### src/rtl/fir_stream_seq.sv
// fir_stream_seq: run controller for the FIR stream path.
// Ports: wb_clk_i/wb_rst_n clock and async active-low reset; wbs_* Wishbone
//   slave for ap_ctrl (0x00), data_len (0x10), status (0x14), timeout (0x18);
//   s_ss_* stream in from the input bridge, m_ss_* gated stream to the FIR;
//   sm_tvalid/sm_tready monitor of FIR output handshakes; irq_o level irq.
module fir_stream_seq #(
    parameter int pDATA_WIDTH = 32,
    parameter int pCNT_WIDTH  = 16,
    parameter int pTO_WIDTH   = 16
) (
    input  logic                   wb_clk_i,
    input  logic                   wb_rst_n,
    input  logic                   wbs_stb_i,
    input  logic                   wbs_cyc_i,
    input  logic                   wbs_we_i,
    input  logic [3:0]             wbs_sel_i,
    input  logic [31:0]            wbs_adr_i,
    input  logic [31:0]            wbs_dat_i,
    output logic                   wbs_ack_o,
    output logic [31:0]            wbs_dat_o,
    input  logic                   s_ss_tvalid,
    input  logic [pDATA_WIDTH-1:0] s_ss_tdata,
    input  logic                   s_ss_tlast,
    output logic                   s_ss_tready,
    output logic                   m_ss_tvalid,
    output logic [pDATA_WIDTH-1:0] m_ss_tdata,
    output logic                   m_ss_tlast,
    input  logic                   m_ss_tready,
    input  logic                   sm_tvalid,
    input  logic                   sm_tready,
    output logic                   irq_o
);

    typedef enum logic [1:0] {IDLE, RUN, DRAIN, DONE} state_t;

    localparam logic [pCNT_WIDTH-1:0] CNT_ONE = {{(pCNT_WIDTH-1){1'b0}}, 1'b1};
    localparam logic [pCNT_WIDTH-1:0] CNT_MAX = '1;
    localparam logic [pTO_WIDTH-1:0]  TO_ONE  = {{(pTO_WIDTH-1){1'b0}}, 1'b1};
    localparam logic [pTO_WIDTH-1:0]  TO_MAX  = '1;

    state_t state, state_nx;

    logic [pCNT_WIDTH-1:0] data_len, in_cnt, out_cnt, in_nx, out_nx;
    logic [pTO_WIDTH-1:0]  timeout, stall_cnt, stall_nx;
    logic                  ap_start, ap_done, err, irq_en, ap_idle;
    logic                  sel_ctrl, sel_len, sel_stat, sel_to;
    logic                  hit, req, wr, rd, ctrl_rd, start_wr, len0;
    logic                  admit, active, in_hs, out_hs, in_last, fin;
    logic                  expire, done_set;
    logic [31:0]           rdata;
    logic                  unused_ok;

    assign unused_ok = ^{wbs_sel_i, s_ss_tlast, wbs_adr_i[23:8], wbs_dat_i};

    // Address decode; ack is suppressed the cycle after an ack so that a
    // held strobe is served every other cycle.
    assign sel_ctrl = wbs_adr_i[7:0] == 8'h00;
    assign sel_len  = wbs_adr_i[7:0] == 8'h10;
    assign sel_stat = wbs_adr_i[7:0] == 8'h14;
    assign sel_to   = wbs_adr_i[7:0] == 8'h18;
    assign hit = wbs_stb_i & wbs_cyc_i & (wbs_adr_i[31:24] == 8'h30)
               & (sel_ctrl | sel_len | sel_stat | sel_to);
    assign req      = hit & ~wbs_ack_o;
    assign wr       = req & wbs_we_i;
    assign rd       = req & ~wbs_we_i;
    assign ctrl_rd  = rd & sel_ctrl;
    assign start_wr = wr & sel_ctrl & wbs_dat_i[0] & (state == IDLE);
    assign len0     = data_len == '0;
    assign ap_idle  = (state == IDLE) | (state == DONE);

    // Stream gating
    assign admit       = state == RUN;
    assign active      = admit | (state == DRAIN);
    assign m_ss_tvalid = s_ss_tvalid & admit;
    assign s_ss_tready = m_ss_tready & admit;
    assign m_ss_tdata  = s_ss_tdata;
    assign m_ss_tlast  = admit & (in_cnt == data_len - CNT_ONE);

    assign in_hs  = m_ss_tvalid & m_ss_tready;
    assign out_hs = sm_tvalid & sm_tready & active;
    assign in_nx  = (in_cnt == CNT_MAX) ? in_cnt : in_cnt + CNT_ONE;
    assign out_nx = (out_cnt == CNT_MAX) ? out_cnt : out_cnt + CNT_ONE;
    assign in_last = in_hs & (in_nx == data_len);
    assign fin     = (out_hs ? out_nx : out_cnt) == data_len;

    // A handshake in the same cycle blocks expiry, so completion wins.
    assign stall_nx = (stall_cnt == TO_MAX) ? stall_cnt : stall_cnt + TO_ONE;
    assign expire = active & ~in_hs & ~out_hs & (timeout != '0)
                  & (stall_nx == timeout);

    always_comb begin
        state_nx = state;
        done_set = 1'b0;
        unique case (state)
            IDLE:  if (start_wr) state_nx = len0 ? DONE : RUN;
            RUN: begin
                if (in_last)     state_nx = fin ? DONE : DRAIN;
                else if (expire) state_nx = DONE;
            end
            DRAIN: if (fin || expire) state_nx = DONE;
            DONE:  if (ctrl_rd) state_nx = IDLE;
            default: state_nx = IDLE;
        endcase
        done_set = (state != DONE) && (state_nx == DONE);
        // Done landing on a status read is consumed by that read.
        if (done_set && ctrl_rd) state_nx = IDLE;
    end

    always_ff @(posedge wb_clk_i or negedge wb_rst_n) begin
        if (!wb_rst_n) state <= IDLE;
        else           state <= state_nx;
    end

    always_comb begin
        rdata = '0;
        unique case (1'b1)
            sel_ctrl: rdata = {27'd0, irq_en, err | expire, ap_idle,
                               ap_done | done_set, ap_start};
            sel_len:  rdata = 32'(data_len);
            sel_stat: rdata = {16'(out_cnt), 16'(in_cnt)};
            sel_to:   rdata = 32'(timeout);
            default:  rdata = '0;
        endcase
    end

    always_ff @(posedge wb_clk_i or negedge wb_rst_n) begin
        if (!wb_rst_n) begin
            wbs_ack_o <= 1'b0;
            wbs_dat_o <= '0;
            data_len  <= '0;
            timeout   <= '0;
            irq_en    <= 1'b0;
            ap_start  <= 1'b0;
            ap_done   <= 1'b0;
            err       <= 1'b0;
            in_cnt    <= '0;
            out_cnt   <= '0;
            stall_cnt <= '0;
        end else begin
            wbs_ack_o <= req;
            wbs_dat_o <= rd ? rdata : '0;
            if (wr && sel_len && ap_idle) data_len <= wbs_dat_i[pCNT_WIDTH-1:0];
            if (wr && sel_to)   timeout <= wbs_dat_i[pTO_WIDTH-1:0];
            if (wr && sel_ctrl) irq_en  <= wbs_dat_i[4];

            if (start_wr && !len0)        ap_start <= 1'b1;
            else if (in_hs || !admit)     ap_start <= 1'b0;

            if (ctrl_rd)       ap_done <= 1'b0;
            else if (done_set) ap_done <= 1'b1;
            else if (start_wr) ap_done <= 1'b0;

            if (start_wr)    err <= 1'b0;
            else if (expire) err <= 1'b1;

            if (start_wr)   in_cnt <= '0;
            else if (in_hs) in_cnt <= in_nx;

            if (start_wr)    out_cnt <= '0;
            else if (out_hs) out_cnt <= out_nx;

            if (state_nx != state || in_hs || out_hs || !active)
                stall_cnt <= '0;
            else
                stall_cnt <= stall_nx;
        end
    end

    assign irq_o = irq_en & ap_done;

endmodule

### config.mk
export PLATFORM = sky130hd
export DESIGN_NAME = fir_stream_seq
export DESIGN_NICKNAME = d
export VERILOG_FILES = /design/src/rtl/fir_stream_seq.sv
export SDC_FILE = /design/constraint.sdc
export NUM_CORES = 1
export LEC_CHECK = 0
export BUFFER_PORTS_ARGS = -buffer_cell sky130_fd_sc_hd__buf_2
export CORE_ASPECT_RATIO = 0.9
export CORE_MARGIN = 2
export CORE_UTILIZATION = 40
export CTS_CLUSTER_SIZE = 30
export DETAILED_ROUTE_END_ITERATION = 8
export MAX_ROUTING_LAYER = met4
export SYNTH_ARGS = -nofsm -noshare
export SYNTH_HDL_FRONTEND = slang
export SYNTH_SLANG_ARGS = --single-unit
### constraint.sdc
create_clock -name wb_clk_i -period 5.8 [get_ports wb_clk_i]
set_input_delay 1.74 -clock wb_clk_i [delete_from_list [all_inputs] [get_ports wb_clk_i]]
set_output_delay 1.74 -clock wb_clk_i [all_outputs]
set_load 0.05 [all_outputs]
==> Yosys cells after proc, flatten, opt, wreduce, memory -nomap -nowiden <==
Cells that the tools add are included.
{ "classes": {"n_addsub": 4, "n_eq_ne": 17, "mux": 26, "n_bitwise": 33, "n_reduce_logical": 23} }
{ "ops": {"columns": ["cell", "count"], "rows": [
  ["two-way mux 16 bit", 8],
  ["case mux 32 bit (4 select lines)", 1],
  ["equality test 16 bit", 4],
  ["adder 16 x 1 -> 16 bit (second input constant)", 3],
  ["equality test 16 bit (second input constant)", 3],
  ["two-way mux 32 bit", 1],
  ["equality test 8 x 5 -> 1 bit (second input constant)", 3],
  ["bitwise AND 1 bit", 22],
  ["zero test 16 bit", 1],
  ["nonzero test 16 bit", 1],
  ["subtractor 16 x 1 -> 16 bit (second input constant)", 1],
  ["two-way mux 2 bit", 7],
  ["equality test 8 x 6 -> 1 bit (second input constant)", 1],
  ["zero test 8 bit", 1],
  ["two-way mux 1 bit", 8],
  ["case mux 2 bit (4 select lines)", 1],
  ["logical AND 1 bit", 7],
  ["bitwise OR 1 bit", 7],
  ["equality test 2 bit (second input constant)", 3],
  ["nonzero test 2 bit", 3],
  ["logical OR 1 bit", 5],
  ["inverter 1 bit", 4],
  ["zero test 1 bit", 3],
  ["nonzero test 3 bit", 1],
  ["4 further kinds", 4]
]} }
{ "word_totals": {"regBits": 119, "input_bits": 110, "output_inout_bits": 69} }

==> Depth between registers and ports, before layout <==
Gate-level depths: netlist of run 1.
{ "logic_depth": {"depth_word": 21, "mapped_depth": 15} }

==> Worst setup path after synthesis of run 1 <==
Ideal clock, no wire load.
{ "synth_path": {"kind": "register to output", "from": "register data_len[4]", "to": "output port m_ss_tlast", "arrival_ns": 4.358, "required_ns": 4.060, "setup_slack_ns": -0.298, "path_stages_with_launch": 12, "path_buffers": 1, "cell_sequence": "dfrtp_1 clkbuf_1 or3_1 nor3_1 nand2_1 nor3_1 and2_1 nor2_1 o21a_1 nor3_1 a31oi_1 a2111oi_0"} }
{ "synth_via": {"elab_chain_len": 3} }
{ "synth_rtl": {"columns": ["element", "line", "source"], "rows": [
  ["start, declared", "43", "logic [pCNT_WIDTH-1:0] data_len, in_cnt, out_cnt, in_nx, out_nx;"],
  ["start signal, assigned", "142", "if (wr && sel_len && ap_idle) data_len <= wbs_dat_i[pCNT_WIDTH-1:0];"],
  ["subtractor 16 x 1 -> 16 bit", "77", "assign m_ss_tlast = admit & (in_cnt == data_len - CNT_ONE);"],
  ["equality test 16 bit", "77", null],
  ["bitwise AND 1 bit", "77", null],
  ["end, declared", "27", "output logic m_ss_tlast,"]
]} }
No other way between the ends.

==> Worst setup path in the final report of run 1 <==
{ "layout_path": {"from": "register data_len[1]", "to": "output port m_ss_tlast"} }
Same word-level chain as after synthesis.

==> results of run 1 <==
path summary, 6_finish.rpt:
path,startpoint,endpoint,slack (ns),cells past startpoint
hold / removal,err$_DFFE_PN0P_,err$_DFFE_PN0P_,0.49,2
hold reg to reg,err$_DFFE_PN0P_,err$_DFFE_PN0P_,0.49,2
min in group asynchronous,wb_rst_n,wbs_dat_o[26]$_DFF_PN0_,1.28,1
max in group asynchronous,wb_rst_n,data_len[4]$_DFFE_PN0P_,3.49,2
setup reg to reg,in_cnt[1]$_DFFE_PN0P_,stall_cnt[12]$_DFF_PN0_,0.78,13
setup / recovery,data_len[1]$_DFFE_PN0P_,m_ss_tlast,0.50,11
metrics by stage:
step	worst slack, ns	power, mW	util	hold slack, ns
after floorplan	0.3729	1.412	-	0.4525
after global placement	0.3110	1.510	0.4222	0.4694
after detailed placement	0.2978	1.510	0.4222	0.4794
after CTS	0.4787	2.612	0.4525	0.4925
final	0.5004	2.599	0.4525	0.4913
after global routing	0.1929	2.715	0.4525	0.5073
registers in the layout, indices dropped and copies added, names as in the netlist:
name	count
wbs_dat_o	32
timeout	16
stall_cnt	16
out_cnt	16
in_cnt	16
ap_done	1
ap_start	1
data_len	16
err	1
wbs_ack_o	1
state	2
irq_en	1
cell families (layout without fill, tap and decap cells):
kind of cell / count (synthesis) / in the layout / synth area share
adder cells (fa/ha/maj): 9 / 9 / 0.01391
AND/OR/NAND/NOR: 394 / 394 / 0.2593
buffers and inverters: 107 / 139 / 0.06787
AO/OA/AOI/OAI: 153 / 153 / 0.1291
XOR/XNOR: 77 / 77 / 0.08689
multiplexers: 56 / 56 / 0.07498
flip-flops: 119 / 119 / 0.3680
Yosys cell counts (all sizes together), types with 9 or more instances:
master	instances
nor2b	9
ha	9
clkbuf	39
mux2	34
a21oi	44
nor2	108
nor3	41
and3	11
nor4	28
xnor2	44
and4	11
nand2	56
xor2	31
inv	17
mux2i	22
nand3	36
o22ai	12
dfrtp	119
buf	51
a211oi	13
o21ai	16
and2	28
nand4	30
layout make-up:
cell class                      count  area [sq um]
Clock inverter                     14         163.9
Timing Repair Buffer               90         485.5
Sequential cell                   119          2978
Clock buffer                       18         439.2
Multi-Input combinational cell    689          4567
Inverter                           17         63.81
Fill cell                        1973         10910
Tap cell                          255         319.1
power by group through the flow:
stage / combinational, mW / clock (mW) / sequential, mW
floorplan: 0.490 / 0 / 0.923
global placement: 0.517 / 0 / 0.993
detailed placement: 0.518 / 0 / 0.992
CTS: 0.521 / 1.11 / 0.978
global route: 0.580 / 1.14 / 0.992
finish: 0.523 / 1.09 / 0.982
critical path, cell delays in order, from the launching register on:
cell       delay, ns
dfrtp_1         0.48
inv_1           0.16
ha_1            0.26
nor3b_1         0.45
nand2_1         0.20
nor2_1          0.18
nand2_1         0.12
nor2_1          0.13
xnor2_1         0.14
nand3_1         0.10
a2111oi_1       0.52
buf_2           0.38
per-layer routing:
layer  wire length [microns]  up-vias
li1                        -     3322
met1                   11060     3397
met2                    9756      294
met3                    1856       23
met4                     299        0
met5                       0        -
==> impl_metrics.py, run 1 <==
metrics = {
    "grt": {
        "global_route_usage_sum": 0.2262,
        "pin_count_of_the_biggest_net_entering_global_routing": 47,
        "gr-max-usage-layer": "met1",
        "grt_pass1_vias": 6562,
        "grt_pass1_wl_microns": 36890,
        "grt_antenna_before_repair": 0,
        "use_met1": 0.3287,
        "grt.met3_usage": 0.05375,
        "grt_overflow_total": 0,
        "gr_util_met2": 0.3113,
    },
    "placement": {
        "half_perimeter_wire_length_after_placement_microns": 17140,
        "portBuffers": 77,
        "place.gp.congestion": 0.9547,
        "post_dp_cell_area_sq_um": 8413,
        "dpl.cell_count": 1170,
    },
    "finish": {
        "post_route_cells_drive_above_1_share": 0.1795,
        "layoutNonFillerInstCount": 1202,
        "nNetsFinal": 1053,
        "final_design_area_no_fill_sq_um": 9016,
        "most-common-layout-cells": "119 x dfrtp_1, 107 x nor2_1, 76 x buf_2",
        "final_common_cell": "dfrtp_1",
        "area_growth_syn_to_layout_pct": 11.41,
        "n_antenna_cell": 0,
    },
    "floorplanning": {
        "die_area_sq_um": 21390,
        "design.core.area_sq_um": 19930,
        "dieWidth_microns": 153.9,
        "cell_row_count": 49,
        "ios": 179,
        "fp.dieH_microns": 138.9,
        "start_util": 0.4062,
    },
    "cts": {
        "cts_repair_resize_count": 0,
        "postCtsSetupBuffers": 0,
        "count_of_clock_tree_sinks": 119,
        "cts_tree": "done",
        "cts_max_level": 4,
        "max-clock-path-buffers": 2,
        "worstSkewPairLatency_ns": 0.44,
        "worst_setup_hold_path_clk_slew_ns": 0.06,
        "cts_hold_repair.buffers": 0,
        "cts_made_buffers": 17,
        "ctsRootBufferMaster": "clkbuf_16",
    },
    "timing": {
        "worst_pin_slew_ns": 1.071,
        "finalSetupViolCount": 0,
        "hold_violations": 0,
        "period_needed_ns": 5.300,
        "pins_over_slew_limit": 0,
        "worst_setup_skew_after_layout_ns": 0.01478,
        "timing.setup.tns_ns": 0,
        "maxSlewHeadroom": 0.2846,
        "finalCritPeriodShare": 0.9137,
        "grt_setup_unrepaired": "no",
        "fmax_mhz": 188.7,
    },
    "detailed_routing": {
        "drt-wirelength-per-cell_microns": 19.11,
        "drc": 0,
        "drt_wl_total_microns": 22980,
        "starting_drc_count_in_detailed_routing": 638,
        "vias": 7036,
        "detailedRoute.firstPassIterationCount": 5,
        "routed_via_density": 5.854,
        "drt.antenna.violating_nets": 0,
    },
    "synth": {
        "synth_edf_count": 0,
        "ys.warnings.count": 0,
        "yosysTopAreaCell": "dfrtp_1",
        "yosysSeqAreaShare": 0.3680,
        "synth_cells": 915,
        "synthesized_net_count": 1034,
        "synth_top_cell_area_share": 0.3680,
        "yosysUniqueCellTypes": 71,
        "synth_top_cells_by_area": "dfrtp_1 37%, nor2_1 5.0%, xnor2_1 4.8%",
        "netlist_area_sq_um": 8093,
        "synth-seq-cells": 119,
        "ys_async_sr_fraction": 1.000,
        "postSynthAreaPerCell_sq_um": 8.845,
        "synth_flop_cell": "dfrtp_1",
    },
    "worst_setup_path": {
        "ws_path_type": "reg -> out",
        "critPathArrivalTime_ns": 3.56,
        "nature_of_the_critical_path_endpoint": "primary output",
        "critPathLaunchType": "flip-flop",
        "cp_data_required_time_ns": 4.06,
        "worst-path-max-fanout": 7,
    },
    "power_and_ir_drop": {
        "cellLeakagePower_nw": 3.950,
        "power.sequential.fraction": 0.378,
        "internal_power_mw": 1.723,
        "clkPwrFrac": 0.421,
        "p_switching_uw": 875.8,
        "ir_drop_uv": 163.0,
        "sw_frac": 0.3370,
        "pwr_per_cell_area_nw_per_um2": 288.3,
        "power.combinational.fraction": 0.201,
    },
    "run": {
        "cap_violations": 0,
    },
    "status": {
        "run_status": "completed",
    },
    "worst_hold_path": {
        "min-delay-path-class": "reg -> reg",
    },
}
(Power assumes the default switching activity.)
==> inputs of run 2 (changes only) <==
- CTS_BUF_LIST: not set -> sky130_fd_sc_hd__clkbuf_4
==> run 2 against run 1 <==
  * Register-to-register slack better by 0.02 ns
  * Non-clock buffer count stayed put
  * Sequential power hardly changed
  * Via count is 0.72% higher
  * Global-route usage is 0.26 points lower
  * Final area is 3.4% lower
  * Critical path type unchanged
  * Critical endpoint unchanged
==> impl_metrics.py, run 2 (synthesized netlist as in run 1, its figures left out) <==
metrics = {
    "status": {
        "run_status": "completed",
    },
    "cts": {
        "cts_repair_resize_count": 0,
        "cts_max_level": 4,
        "cts_hold_repair.buffers": 0,
        "max-clock-path-buffers": 2,
        "cts_tree": "done",
        "worstSkewPairLatency_ns": 0.57,
        "cts_made_buffers": 17,
        "count_of_clock_tree_sinks": 119,
        "postCtsSetupBuffers": 0,
        "worst_setup_hold_path_clk_slew_ns": 0.11,
        "ctsRootBufferMaster": "clkbuf_4",
    },
    "worst_setup_path": {
        "nature_of_the_critical_path_endpoint": "primary output",
        "critical_path.max_stage_delay_ns": 0.51,
        "cp_data_required_time_ns": 4.06,
        "worst-path-max-fanout": 7,
        "critPathLaunchType": "flip-flop",
        "ws_path_type": "reg -> out",
        "crit_chain": "inv_1 > ha_1 > nor3b_1 > nand2_1 > nor2_1 > nand2_1 > nor2_1 > xnor2_1 > nand3_1 > a2111oi_1 > buf_2",
        "master_of_the_slowest_instance_on_the_critical_path": "a2111oi_1",
        "critPathArrivalTime_ns": 3.69,
    },
    "grt": {
        "gr-max-usage-layer": "met1",
        "grt_pass1_wl_microns": 36650,
        "grt_pass1_vias": 6504,
        "global_route_usage_sum": 0.2236,
        "use_met1": 0.3275,
        "gr_util_met2": 0.3073,
        "grt.met3_usage": 0.05563,
        "grt_overflow_total": 0,
        "pin_count_of_the_biggest_net_entering_global_routing": 47,
        "grt_antenna_before_repair": 1,
    },
    "timing": {
        "timing.setup.tns_ns": 0,
        "worst_pin_slew_ns": 1.027,
        "finalCritPeriodShare": 0.9361,
        "hold_violations": 0,
        "period_needed_ns": 5.429,
        "worst_setup_skew_after_layout_ns": 0.03048,
        "grt_setup_unrepaired": "no",
        "maxSlewHeadroom": 0.3137,
        "pins_over_slew_limit": 0,
        "finalSetupViolCount": 0,
        "fmax_mhz": 184.2,
    },
    "detailed_routing": {
        "drt_wl_total_microns": 22790,
        "drc": 0,
        "drt.antenna.violating_nets": 0,
        "detailedRoute.firstPassIterationCount": 5,
        "drt-wirelength-per-cell_microns": 18.94,
        "starting_drc_count_in_detailed_routing": 568,
        "routed_via_density": 5.891,
        "vias": 7087,
    },
    "finish": {
        "post_route_cells_drive_above_1_share": 0.1785,
        "area_growth_syn_to_layout_pct": 7.638,
        "final_common_cell": "dfrtp_1",
        "largest-register": "wbs_dat_o",
        "nNetsFinal": 1053,
        "most-common-layout-cells": "119 x dfrtp_1, 107 x nor2_1, 76 x buf_2",
        "layoutNonFillerInstCount": 1203,
        "largest_reg_flops": 32,
    },
    "worst_hold_path": {
        "min-delay-path-class": "reg -> reg",
    },
    "floorplanning": {
        "die_area_sq_um": 21390,
        "dieWidth_microns": 153.9,
        "ios": 179,
        "design.core.area_sq_um": 19930,
        "start_util": 0.4062,
        "cell_row_count": 49,
        "fp.dieH_microns": 138.9,
    },
    "power_and_ir_drop": {
        "pwr_per_cell_area_nw_per_um2": 246.6,
        "ir_drop_uv": 119.3,
        "cellLeakagePower_nw": 3.813,
    },
    "placement": {
        "dpl.cell_count": 1170,
        "portBuffers": 77,
        "place.gp.congestion": 0.9547,
        "half_perimeter_wire_length_after_placement_microns": 17140,
    },
    "run": {
        "cap_violations": 0,
    },
}
[run 2: area by class of cell]
type                    instances  area (sq um)
fillers                      2010         11210
multi-input cells             689          4567
flip-flops and latches        119          2978
repair buffers                 90         485.5
well taps                     255         319.1
clock inverters                15         167.7
clock buffers                  17         127.6
inverters                      17         63.81
diodes                          1         2.502
[run 2: where the power goes]
group | total, mW | internal [mW] | switching [mW]
Sequential | 0.981 | 0.871 | 0.110
Clock | 0.645 | 0.266 | 0.379
Combinational | 0.523 | 0.196 | 0.327
[run 2: worst max-delay path, delay by kind of cell, from the launching register on]
kind	cells	cell delay, ns
buf+inv	2	0.54
fa+ha+maj	1	0.26
flops	1	0.50
simple gates	6	1.19
xor+xnor	1	0.14
compound gates	1	0.51
[run 2: final timing paths]
kind / depth (start not counted) / slack [ns] / to / start
hold / removal: 2 / 0.50 / err$_DFFE_PN0P_ / err$_DFFE_PN0P_
max in group asynchronous: 2 / 3.62 / data_len[0]$_DFFE_PN0P_ / wb_rst_n
setup / recovery: 11 / 0.37 / m_ss_tlast / data_len[1]$_DFFE_PN0P_
setup reg to reg: 13 / 0.80 / stall_cnt[12]$_DFF_PN0_ / in_cnt[0]$_DFFE_PN0P_
min in group asynchronous: 1 / 1.15 / wbs_dat_o[26]$_DFF_PN0_ / wb_rst_n
hold reg to reg: 2 / 0.50 / err$_DFFE_PN0P_ / err$_DFFE_PN0P_
[run 2: stage by stage]
step                utilization  setup WS [ns]  cell area (sq um)  hold WS (ns)  total power, mW
global route             0.4372        0.02046               8711        0.5235            2.268
detailed placement       0.4222         0.2978               8413        0.4794            1.510
global placement         0.4222         0.3110               8413        0.4694            1.510
finish                   0.4372         0.3705               8711        0.5046            2.148
floorplan                     -         0.3729               8094        0.4525            1.412
CTS                      0.4370         0.3168               8708        0.5073            2.158
[run 2: layer usage]
metal / up-vias / wire [microns]
li1: 3322 / -
met1: 3448 / 11130
met2: 289 / 9654
met3: 28 / 1703
met4: 0 / 292
met5: - / 0
